## src/rtl/stopwatch_counter_pkg.sv

```systemverilog
// Shared stopwatch definitions: digit width, BCD limits, field-select codes,
// and the two-digit BCD field type with its increment helpers.
package stopwatch_counter_pkg;

    localparam int DIGIT_W = 4;
    localparam logic [DIGIT_W-1:0] BCD_MAX = 4'd9;
    localparam logic SEL_MIN = 1'b0;
    localparam logic SEL_SEC = 1'b1;

    typedef struct packed {
        logic [DIGIT_W-1:0] tens;
        logic [DIGIT_W-1:0] ones;
    } bcd_field_t;

    // Which update the digit logic applies on the current cycle.
    typedef enum logic [1:0] {
        PATH_HOLD    = 2'd0,
        PATH_COUNT   = 2'd1,
        PATH_ADJ_MIN = 2'd2,
        PATH_ADJ_SEC = 2'd3
    } path_e;

    function automatic logic field_at_max(bcd_field_t f, logic [DIGIT_W-1:0] tens_max);
        return (f.tens >= tens_max) && (f.ones >= BCD_MAX);
    endfunction

    // Comparisons use >= so a corrupted digit still lands back in BCD range.
    function automatic bcd_field_t field_inc(bcd_field_t f, logic [DIGIT_W-1:0] tens_max);
        bcd_field_t n;
        if (field_at_max(f, tens_max)) begin
            n.tens = '0;
            n.ones = '0;
        end else if (f.ones >= BCD_MAX) begin
            n.tens = f.tens + 1'b1;
            n.ones = '0;
        end else begin
            n.tens = f.tens;
            n.ones = f.ones + 1'b1;
        end
        return n;
    endfunction

endpackage

```

## src/rtl/stopwatch_counter_rise_detect.sv

```systemverilog
// Rising-edge detector for a level input sampled in the clk_in domain.
// The history register tracks the level during reset, so a level already high at release is not an edge.
module rise_detect (
    input  logic clk_in,
    input  logic rst,
    input  logic level,
    output logic rise
);

    logic level_d;

    always_ff @(posedge clk_in) begin
        level_d <= level;
    end

    assign rise = level & ~level_d & ~rst;

endmodule

```

## src/rtl/stopwatch_counter.sv

```systemverilog
// MM:SS BCD stopwatch: counts once per tick_in rise while running, supports
// pause/resume and per-field adjust on adj_tick rises. All outputs registered.
module stopwatch_counter #(
    parameter int MIN_TENS_MAX = 5,
    parameter int SEC_TENS_MAX = 5
) (
    input  logic       clk_in,
    input  logic       rst,
    input  logic       tick_in,
    input  logic       adj_tick,
    input  logic       pause_p,
    input  logic       adj,
    input  logic       sel,
    output logic [3:0] min_tens,
    output logic [3:0] min_ones,
    output logic [3:0] sec_tens,
    output logic [3:0] sec_ones,
    output logic       running,
    output logic       rollover
);
    import stopwatch_counter_pkg::*;

    localparam logic [DIGIT_W-1:0] MIN_TM = DIGIT_W'(MIN_TENS_MAX);
    localparam logic [DIGIT_W-1:0] SEC_TM = DIGIT_W'(SEC_TENS_MAX);

    logic       tick_rise;
    logic       adj_rise;
    path_e      path;
    bcd_field_t min_q, min_d;
    bcd_field_t sec_q, sec_d;
    logic       running_q;
    logic       rollover_q, rollover_d;

    rise_detect u_tick_rise (
        .clk_in (clk_in),
        .rst    (rst),
        .level  (tick_in),
        .rise   (tick_rise)
    );

    rise_detect u_adj_rise (
        .clk_in (clk_in),
        .rst    (rst),
        .level  (adj_tick),
        .rise   (adj_rise)
    );

    // adj sampled this cycle picks the path; counting uses pre-toggle running.
    always_comb begin
        path = PATH_HOLD;
        if (adj) begin
            if (adj_rise) begin
                path = (sel == SEL_SEC) ? PATH_ADJ_SEC : PATH_ADJ_MIN;
            end
        end else if (running_q && tick_rise) begin
            path = PATH_COUNT;
        end
    end

    always_comb begin
        min_d      = min_q;
        sec_d      = sec_q;
        rollover_d = 1'b0;
        case (path)
            PATH_COUNT: begin
                sec_d = field_inc(sec_q, SEC_TM);
                if (field_at_max(sec_q, SEC_TM)) begin
                    min_d      = field_inc(min_q, MIN_TM);
                    rollover_d = field_at_max(min_q, MIN_TM);
                end
            end
            PATH_ADJ_MIN: min_d = field_inc(min_q, MIN_TM);
            PATH_ADJ_SEC: sec_d = field_inc(sec_q, SEC_TM);
            default: ;
        endcase
    end

    always_ff @(posedge clk_in) begin
        if (rst) begin
            min_q      <= '0;
            sec_q      <= '0;
            running_q  <= 1'b0;
            rollover_q <= 1'b0;
        end else begin
            min_q      <= min_d;
            sec_q      <= sec_d;
            rollover_q <= rollover_d;
            if (pause_p) begin
                running_q <= ~running_q;
            end
        end
    end

    assign min_tens = min_q.tens;
    assign min_ones = min_q.ones;
    assign sec_tens = sec_q.tens;
    assign sec_ones = sec_q.ones;
    assign running  = running_q;
    assign rollover = rollover_q;

endmodule

```

## config.mk

```make
export PLATFORM = sky130hd
export DESIGN_NAME = stopwatch_counter
export DESIGN_NICKNAME = d
export VERILOG_FILES = /design/src/rtl/stopwatch_counter_pkg.sv /design/src/rtl/stopwatch_counter_rise_detect.sv /design/src/rtl/stopwatch_counter.sv
export SDC_FILE = /design/constraint.sdc
export NUM_CORES = 1
export LEC_CHECK = 0
export CAP_MARGIN = 10
export CORE_MARGIN = 5
export CORE_UTILIZATION = 50
export DETAILED_ROUTE_END_ITERATION = 8
export PLACE_DENSITY = 0.79
export SYNTH_ARGS = -nofsm -noshare
export SYNTH_HDL_FRONTEND = slang
export SYNTH_SLANG_ARGS = --single-unit
```

## constraint.sdc

```tcl
create_clock -name clk_in -period 6.29 [get_ports clk_in]
set_clock_uncertainty 0.2 [all_clocks]
set_input_delay 0.9435 -clock clk_in [delete_from_list [all_inputs] [get_ports clk_in]]
set_output_delay 0.9435 -clock clk_in [all_outputs]
set_load 0.05 [all_outputs]
```

==> out/results.md, run 1 <==
| Step | Parameter | Reported |
|:---|:---|:---|
| global route | Wire length of the first global-routing pass | 4.30 mm |
| global route | All-layer global routing usage | 15.9% |
| yosys | Cell taking the most area after synthesis | dfxtp_1 |
| power and ir drop | Power density over cell area | 161 nW/um^2 |
| clock tree | Total clock sinks | 20 |
| worst setup path | Worst endpoint required time | 6310 ps |
| final layout | Area Growth Syn to Fin | 26.4% |
| run status | Run status | completed |
| yosys | Synth cell types | 36 |
| yosys | Sequential cell area fraction in the yosys report | 34.7% |
| clock tree | Clock buffer depth | 2 |
| worst setup path | CP Max Fanout | 20 |
| yosys | Synthesized area divided by synthesized cell count | 9.22 um^2 |
| routing | Routed length per instance | 13.9 um |
| worst setup path | Destination of the critical timing path | min_tens[3] |
| power and ir drop | Lkg Pwr | 0.597 nW |
| global route | Total congestion overflow after global routing | 0 |
| routing | Average via count per standard cell | 5.60 |
| global route | Vias in the first global route | 994 |
| yosys | Post-Syn Instances | 125 |
| sta | Setup repair after global routing missed its margin | false |
| floorplan | Core area | 2210 um^2 |
| routing | First-pass iteration count of the detailed router | 4 |
| place | Area post-placement | 1420 um^2 |
| sta | Fin Setup TNS | 0 ps |
| place | Post-detailed-placement half-perimeter wirelength | 1.90 mm |
| final layout | Number of nets in the finished design | 173 |
| floorplan | Effective utilization at floorplan | 52.1% |
| sta | Max transition margin | 50.6% |
| final layout | Share of post-route cells with drive strength above 1 | 5.96% |
| clock tree | Post-CTS Setup Bufs | 0 |
| worst setup path | Largest incremental delay on the critical path | 950 ps |
| final layout | Inserted Diodes | 0 |
| worst setup path | Arrival time of the worst setup path | 3900 ps |
| yosys | Most common library cells after synthesis | 20 x dfxtp_1, 14 x ha_1, 12 x inv_1 |
| place | Final weighted congestion of routability-driven global placement | 0.800 |
| routing | Total wire length | 2.49 mm |
| yosys | Cell Area, Synth | 1150 um^2 |
| floorplan | Die ar. | 3360 um^2 |
| yosys | Share of flip-flops with an asynchronous set or reset after synthesis | 0% |
| clock tree | Clock tree from TritonCTS | yes |
| floorplan | Vertical die dimension | 58.0 um |
| place | Port Buffers | 24 |
| routing | ANT nets after route | 0 |
| clock tree | Num CTS Buffers | 3 |
| yosys | Top area cells in the synthesized netlist | dfxtp_1 35%, ha_1 15%, inv_1 3.9% |
| job | Reported max-cap violation count | 0 |
| clock tree | Resized Gates After CTS | 0 |
| yosys | Number of flops mapped to enable cells by yosys | 0 |
| worst setup path | Reg2Reg Setup Slack | 3730 ps |
| worst setup path | Type of the setup path with the least slack | in2reg |
| global route | Initial antenna violation count | 0 |
| worst setup path | Startpoint type of the worst setup path | input port |
| worst setup path | Critical path origin | rst |
| sta | Count of final setup violators | 0 |
| worst setup path | Logic depth of the worst register-to-register path | 6 |
| sta | Final period utilization | 61.7% |
| final layout | Layout filler cell count | 203 |
| worst setup path | Critical Path Sink Type | register |
| worst setup path | Source of the worst register-to-register timing path | u_tick_rise.level_d |
| sta | FMAX | 258 MHz |
| clock tree | Number of H-tree levels | 1 |
| clock tree | Clk root buf | clkbuf_4 |
| floorplan | Standard-cell row count | 17 |
| sta | Shortest clock period the worst path allows after layout | 3880 ps |
| yosys | Syn Nets | 146 |
| floorplan | Die span in x | 58.0 um |
| worst setup path | Crit Reg-Reg Endpoint | min_tens[3] |
| worst setup path | Crit-path slowest cell | clkdlybuf4s50_1 |
| routing | Post-route DRC | 0 |
| sta | Slew at the pin with the worst max-slew slack | 738 ps |
| routing | Overall via count from detail_route | 1,002 |
| yosys | Synthesis-stage register bit count | 20 |
| power and ir drop | Peak supply drop | 0.114 mV |
| yosys | Main flop type after synthesis | dfxtp_1 |
| yosys | Number of warnings issued by yosys | 0 |
| floorplan | Ports | 25 |
| final layout | Layout Cell Area excl Fill | 1460 um^2 |
| worst setup path | Ordered cell list for the critical path | clkdlybuf4s50_1, nor3_1, a22o_1, ha_1, nand2b_1, a21oi_1, a2111oi_4, nand2_4, o41ai_2 |
| yosys | Proportion of netlist area held by the largest area contributor | 34.7% |
| worst hold path | Hold/Removal Path Class | reg2reg |
| yosys | Leading cell type by number of instances after synthesis | dfxtp_1 |
| clock tree | Count of hold buffers inserted by post-cts repair | 0 |
| clock tree | Clock network latency to the later pin of the worst-skew pair | 300 ps |
| clock tree | Clock-pin slew on the worst setup and hold paths | 120 ps |
| final layout | Post-layout util | 65.8% |
| routing | Number of DRC markers after the initial detailed-route iteration | 17 |
| sta | Number of max-slew violations in the final report | 0 |
| global route | Maximum number of pins on one net before global-route repair | 21 |
| sta | Number of endpoints with negative hold slack in the final report | 0 |
==> routing by layer <==
metal,track usage [%],vias up,routed length (um)
met5,0,-,0
met4,5.30,0,39
met3,2.23,5,113
met2,28.4,31,1210
met1,19.3,463,1130
li1,-,503,-
==> worst min path at each step <==
stage	startpoint	end	cells past startpoint
global placement	sec_tens[3]	sec_tens[3]	2
global route	sec_tens[3]	sec_tens[3]	2
CTS	sec_tens[3]	sec_tens[3]	2
floorplan	sec_tens[3]	sec_tens[3]	2
finish	sec_tens[3]	sec_tens[3]	2
detailed placement	sec_tens[3]	sec_tens[3]	2
==> cell usage in the layout, fill, tap and decap left out, types with 3 or more instances in the layout <==
cell type	n
nand2b_1	3
o21ai_0	5
xnor2_1	3
nand3_1	5
inv_1	12
nand2_1	6
ha_1	14
nand4_1	3
nor3_1	7
dfxtp_1	20
a21oi_1	6
clkdlybuf4s50_1	24
clkbuf_4	3
nor2_1	9
==> through the flow <==
| step | setup WS [ps] | power (mW) | hold slack (ps) | std cells |
|---|---|---|---|---|
| after floorplan | 3070 | 0.151 | 497 | 125 |
| after CTS | 2410 | 0.235 | 329 | 179 |
| after global routing | 2240 | 0.244 | 376 | 179 |
| after detailed placement | 2070 | 0.161 | 310 | 175 |
| after global placement | 2250 | 0.160 | 308 | 175 |
| final | 2410 | 0.234 | 330 | 179 |
==> flip-flops by register name, indices dropped and copies added, names as in the netlist <==
name,count
sec_ones,4
min_tens,4
u_tick_rise.level_d,1
running,1
min_ones,4
sec_tens,4
rollover,1
u_adj_rise.level_d,1
==> report_power, final <==
| part | internal, mW | switching, mW |
|---|---|---|
| combinational | 0.0112 | 0.0159 |
| sequential | 0.129 | 0.00185 |
| clock | 0.0353 | 0.0413 |
| total | 0.175 | 0.0591 |
==> worst max-delay path, delay by kind of cell <==
family                     cells  cell delay, ps
AOI/OAI and AO/OA              4            1260
adders and majority gates      1             310
and+or+nand+nor                3             440
buffers and inverters          1             950
==> cell families after synthesis <==
group	Yosys count	synth area share (%)
and+or+nand+nor	44	21.5
AOI/OAI and AO/OA	28	20.1
DFF	20	34.7
buffers and inverters	14	4.56
adders and majority gates	14	15.2
xor gates and xnor gates	4	3.04
muxes	1	0.869
==> layout make-up <==
type                    instances  area [um^2]  share of cell area [%]
clock buffers                   4         36.3                    2.49
inverters                      12         45.0                    3.09
multi-input cells              91          699                    48.0
flip-flops and latches         20          400                    27.5
well taps                      28         35.0                    2.41
repair buffers                 24          240                    16.5
Note: power is estimated with default switching activity, not from simulation.
==> inputs of run 2 (changes only) <==
Settings changed: CORE_UTILIZATION 50 to 49, PLACE_DENSITY 0.79 to 0.78.
Clock period 6.29 ns to 3.7 ns, I/O delays scaled along.
==> run 2 against run 1 <==
  * Sequential cell count stayed put
  * Utilization decreased by 0.57 points
  * Sequential power rose by 69%
  * First-iteration DRC count increased by 24%
  * Final cell count rose by 0.56%
  * Clock power grew 28%
  * Combinational power rose by 77%
  * Critical endpoint unchanged
  * Largest cell class unchanged
==> out/results.md, run 2 (synthesized netlist as in run 1, its figures left out) <==
| Step | Parameter | Reported | Change |
|:---|:---|:---|:---|
| sta | Shortest clock period the worst path allows after layout | 3030 ps |  |
| job | Reported max-cap violation count | 0 | unchanged |
| sta | Setup repair after global routing missed its margin | false |  |
| place | Port Buffers | 24 | unchanged |
| worst hold path | Hold path cells | 2 | unchanged |
| sta | Max transition margin | 57.8% | +7.1 points |
| sta | Count of final setup violators | 0 | unchanged |
| clock tree | Clk root buf | clkbuf_4 |  |
| final layout | Area Growth Syn to Fin | 26.5% | about the same |
| global route | All-layer global routing usage | 15.3% | -0.56 points |
| routing | ANT nets after route | 0 | unchanged |
| global route | Wire length of the first global-routing pass | 4.17 mm | -3.0% |
| worst hold path | Hold/Removal Path Class | reg2reg |  |
| place | Post-detailed-placement half-perimeter wirelength | 2.08 mm | +9.3% |
| clock tree | Resized Gates After CTS | 0 | unchanged |
| sta | Slew at the pin with the worst max-slew slack | 634 ps | -105 ps |
| power and ir drop | Sum of internal, switching and leakage power | 368 uW | +57% |
| clock tree | Clock tree from TritonCTS | yes |  |
| final layout | Most frequent cells in the layout | 24 x clkdlybuf4s50_1, 20 x dfxtp_1, 14 x ha_1 |  |
| run status | Run status | completed |  |
| clock tree | Count of hold buffers inserted by post-cts repair | 0 | unchanged |
| floorplan | Die span in x | 58.5 um | +0.84% |
| clock tree | Num CTS Buffers | 3 | unchanged |
| floorplan | Core area | 2230 um^2 | +0.96% |
| power and ir drop | Peak supply drop | 0.200 mV | +76% |
| clock tree | Number of H-tree levels | 1 | unchanged |
| final layout | Post-layout util | 65.3% | -0.57 points |
| clock tree | Clock buffer depth | 2 | unchanged |
| final layout | Number of nets in the finished design | 175 | +1.2% |
| floorplan | Standard-cell row count | 17 | unchanged |
| worst setup path | Arrival time of the worst setup path | 3020 ps | -880 ps |
| routing | Routed length per instance | 14.1 um | +1.7% |
| power and ir drop | Power density over cell area | 253 nW/um^2 | +57% |
| routing | Average via count per standard cell | 5.61 | +0.24% |
| sta | Final period utilization | 81.8% |  |
| power and ir drop | Lkg Pwr | 0.600 nW | +0.40% |
| global route | Vias in the first global route | 989 | -0.50% |
| worst hold path | Endpoint, Worst Hold | sec_tens[3] |  |
| worst setup path | CP Max Fanout | 9 | -55% |
| routing | Overall via count from detail_route | 1,010 | +0.80% |
| floorplan | Effective utilization at floorplan | 51.6% | -0.50 points |
| global route | Maximum number of pins on one net before global-route repair | 12 | -43% |
| worst setup path | Type of the setup path with the least slack | in2reg |  |
| final layout | Share of post-route cells with drive strength above 1 | 6.58% | +0.62 points |
| worst setup path | Crit Reg-Reg Endpoint | min_tens[3] |  |
| worst setup path | Critical Path Sink Type | register |  |
| final layout | Layout Cell Area excl Fill | 1460 um^2 | about the same |
| worst setup path | Worst endpoint required time | 3690 ps | -2620 ps |
| routing | Total wire length | 2.54 mm | +2.3% |
| place | Final weighted congestion of routability-driven global placement | 0.774 | -3.2% |
| floorplan | Ports | 25 | unchanged |
| sta | Fin Setup TNS | 0 ps | unchanged |
| sta | Number of endpoints with negative hold slack in the final report | 0 | unchanged |
| sta | Number of max-slew violations in the final report | 0 | unchanged |
| clock tree | Clock network latency to the later pin of the worst-skew pair | 290 ps | about the same |
| worst setup path | Reg2Reg Setup Slack | 1170 ps | -2560 ps |
| global route | Initial antenna violation count | 0 | unchanged |
| worst setup path | Source of the worst register-to-register timing path | u_tick_rise.level_d |  |
| global route | Total congestion overflow after global routing | 0 | unchanged |
| worst setup path | Startpoint type of the worst setup path | input port |  |
| final layout | Inserted Diodes | 0 | unchanged |
| worst setup path | Logic depth of the worst register-to-register path | 6 | unchanged |
| sta | FMAX | 331 MHz |  |
| final layout | Most frequent standard cell in the layout excluding fill and tap cells | clkdlybuf4s50_1 |  |
| clock tree | Clock-pin slew on the worst setup and hold paths | 110 ps | about the same |
| clock tree | Total clock sinks | 20 | unchanged |
| worst hold path | Start point of the worst min-delay path | sec_tens[3] |  |
| clock tree | Post-CTS Setup Bufs | 0 | unchanged |
| routing | Post-route DRC | 0 | unchanged |
| floorplan | Vertical die dimension | 58.5 um | +0.84% |
| routing | First-pass iteration count of the detailed router | 4 | unchanged |
| place | Area post-placement | 1440 um^2 | +1.1% |
| routing | Number of DRC markers after the initial detailed-route iteration | 21 | +4 |
| floorplan | Die ar. | 3420 um^2 | +1.7% |
run 2: changes by cell type in the layout (fill, tap and decap cells not counted):
cell,before,now
buf_4,0,2
clkbuf_8,1,0
run 2: worst max-delay path, cell delays in order:
cell and delay [ps]:
clkdlybuf4s50_1 490, nor3_1 350, a22o_1 220, ha_1 310
a2111oi_4 650, nand2_4 120, o41ai_2 320
run 2: how the worst max path moves through the flow:
stage          from     endpoint  slack (ps)  cells after the start
3_3_place_gp    rst  min_tens[3]         520                      7
3_5_place_dp    rst  min_tens[3]         380                      7
4_1_cts         rst  min_tens[3]         680                      7
6_report        rst  min_tens[3]         670                      7
5_1_grt         rst  min_tens[3]         530                      7
2_1_floorplan   rst  min_tens[3]         870                      9
run 2: report_power, final:
| part | switching (mW) | total (mW) | leakage [nW] | internal, mW |
|---|---|---|---|---|
| clock | 0.0602 | 0.0980 | 0.0138 | 0.0378 |
| sequential | 0.00346 | 0.222 | 0.162 | 0.219 |
| combinational | 0.0275 | 0.0479 | 0.424 | 0.0203 |
| total | 0.0912 | 0.368 | 0.600 | 0.277 |
run 2: final cells by class:
class | instances | area (um^2)
fillers | 192 | 776
inverters | 12 | 45.0
well taps | 28 | 35.0
multi-input cells | 91 | 699
repair buffers | 26 | 255
flip-flops and latches | 20 | 400
clock buffers | 3 | 22.5
run 2: per-layer routing:
layer / vias up / track usage [%] / part of all wire, %
met5: - / 0 / 0
met4: 0 / 4.30 / 0.67
met3: 2 / 3.07 / 4.5
met2: 19 / 28.1 / 52
met1: 483 / 17.8 / 43
li1: 506 / - / -
run 2: through the flow:
step,setup WS (ps),hold slack (ps),cells
after floorplan,867,383,125
after global placement,521,290,177
after detailed placement,377,293,177
after CTS,677,308,180
after global routing,535,343,180
final,675,310,180
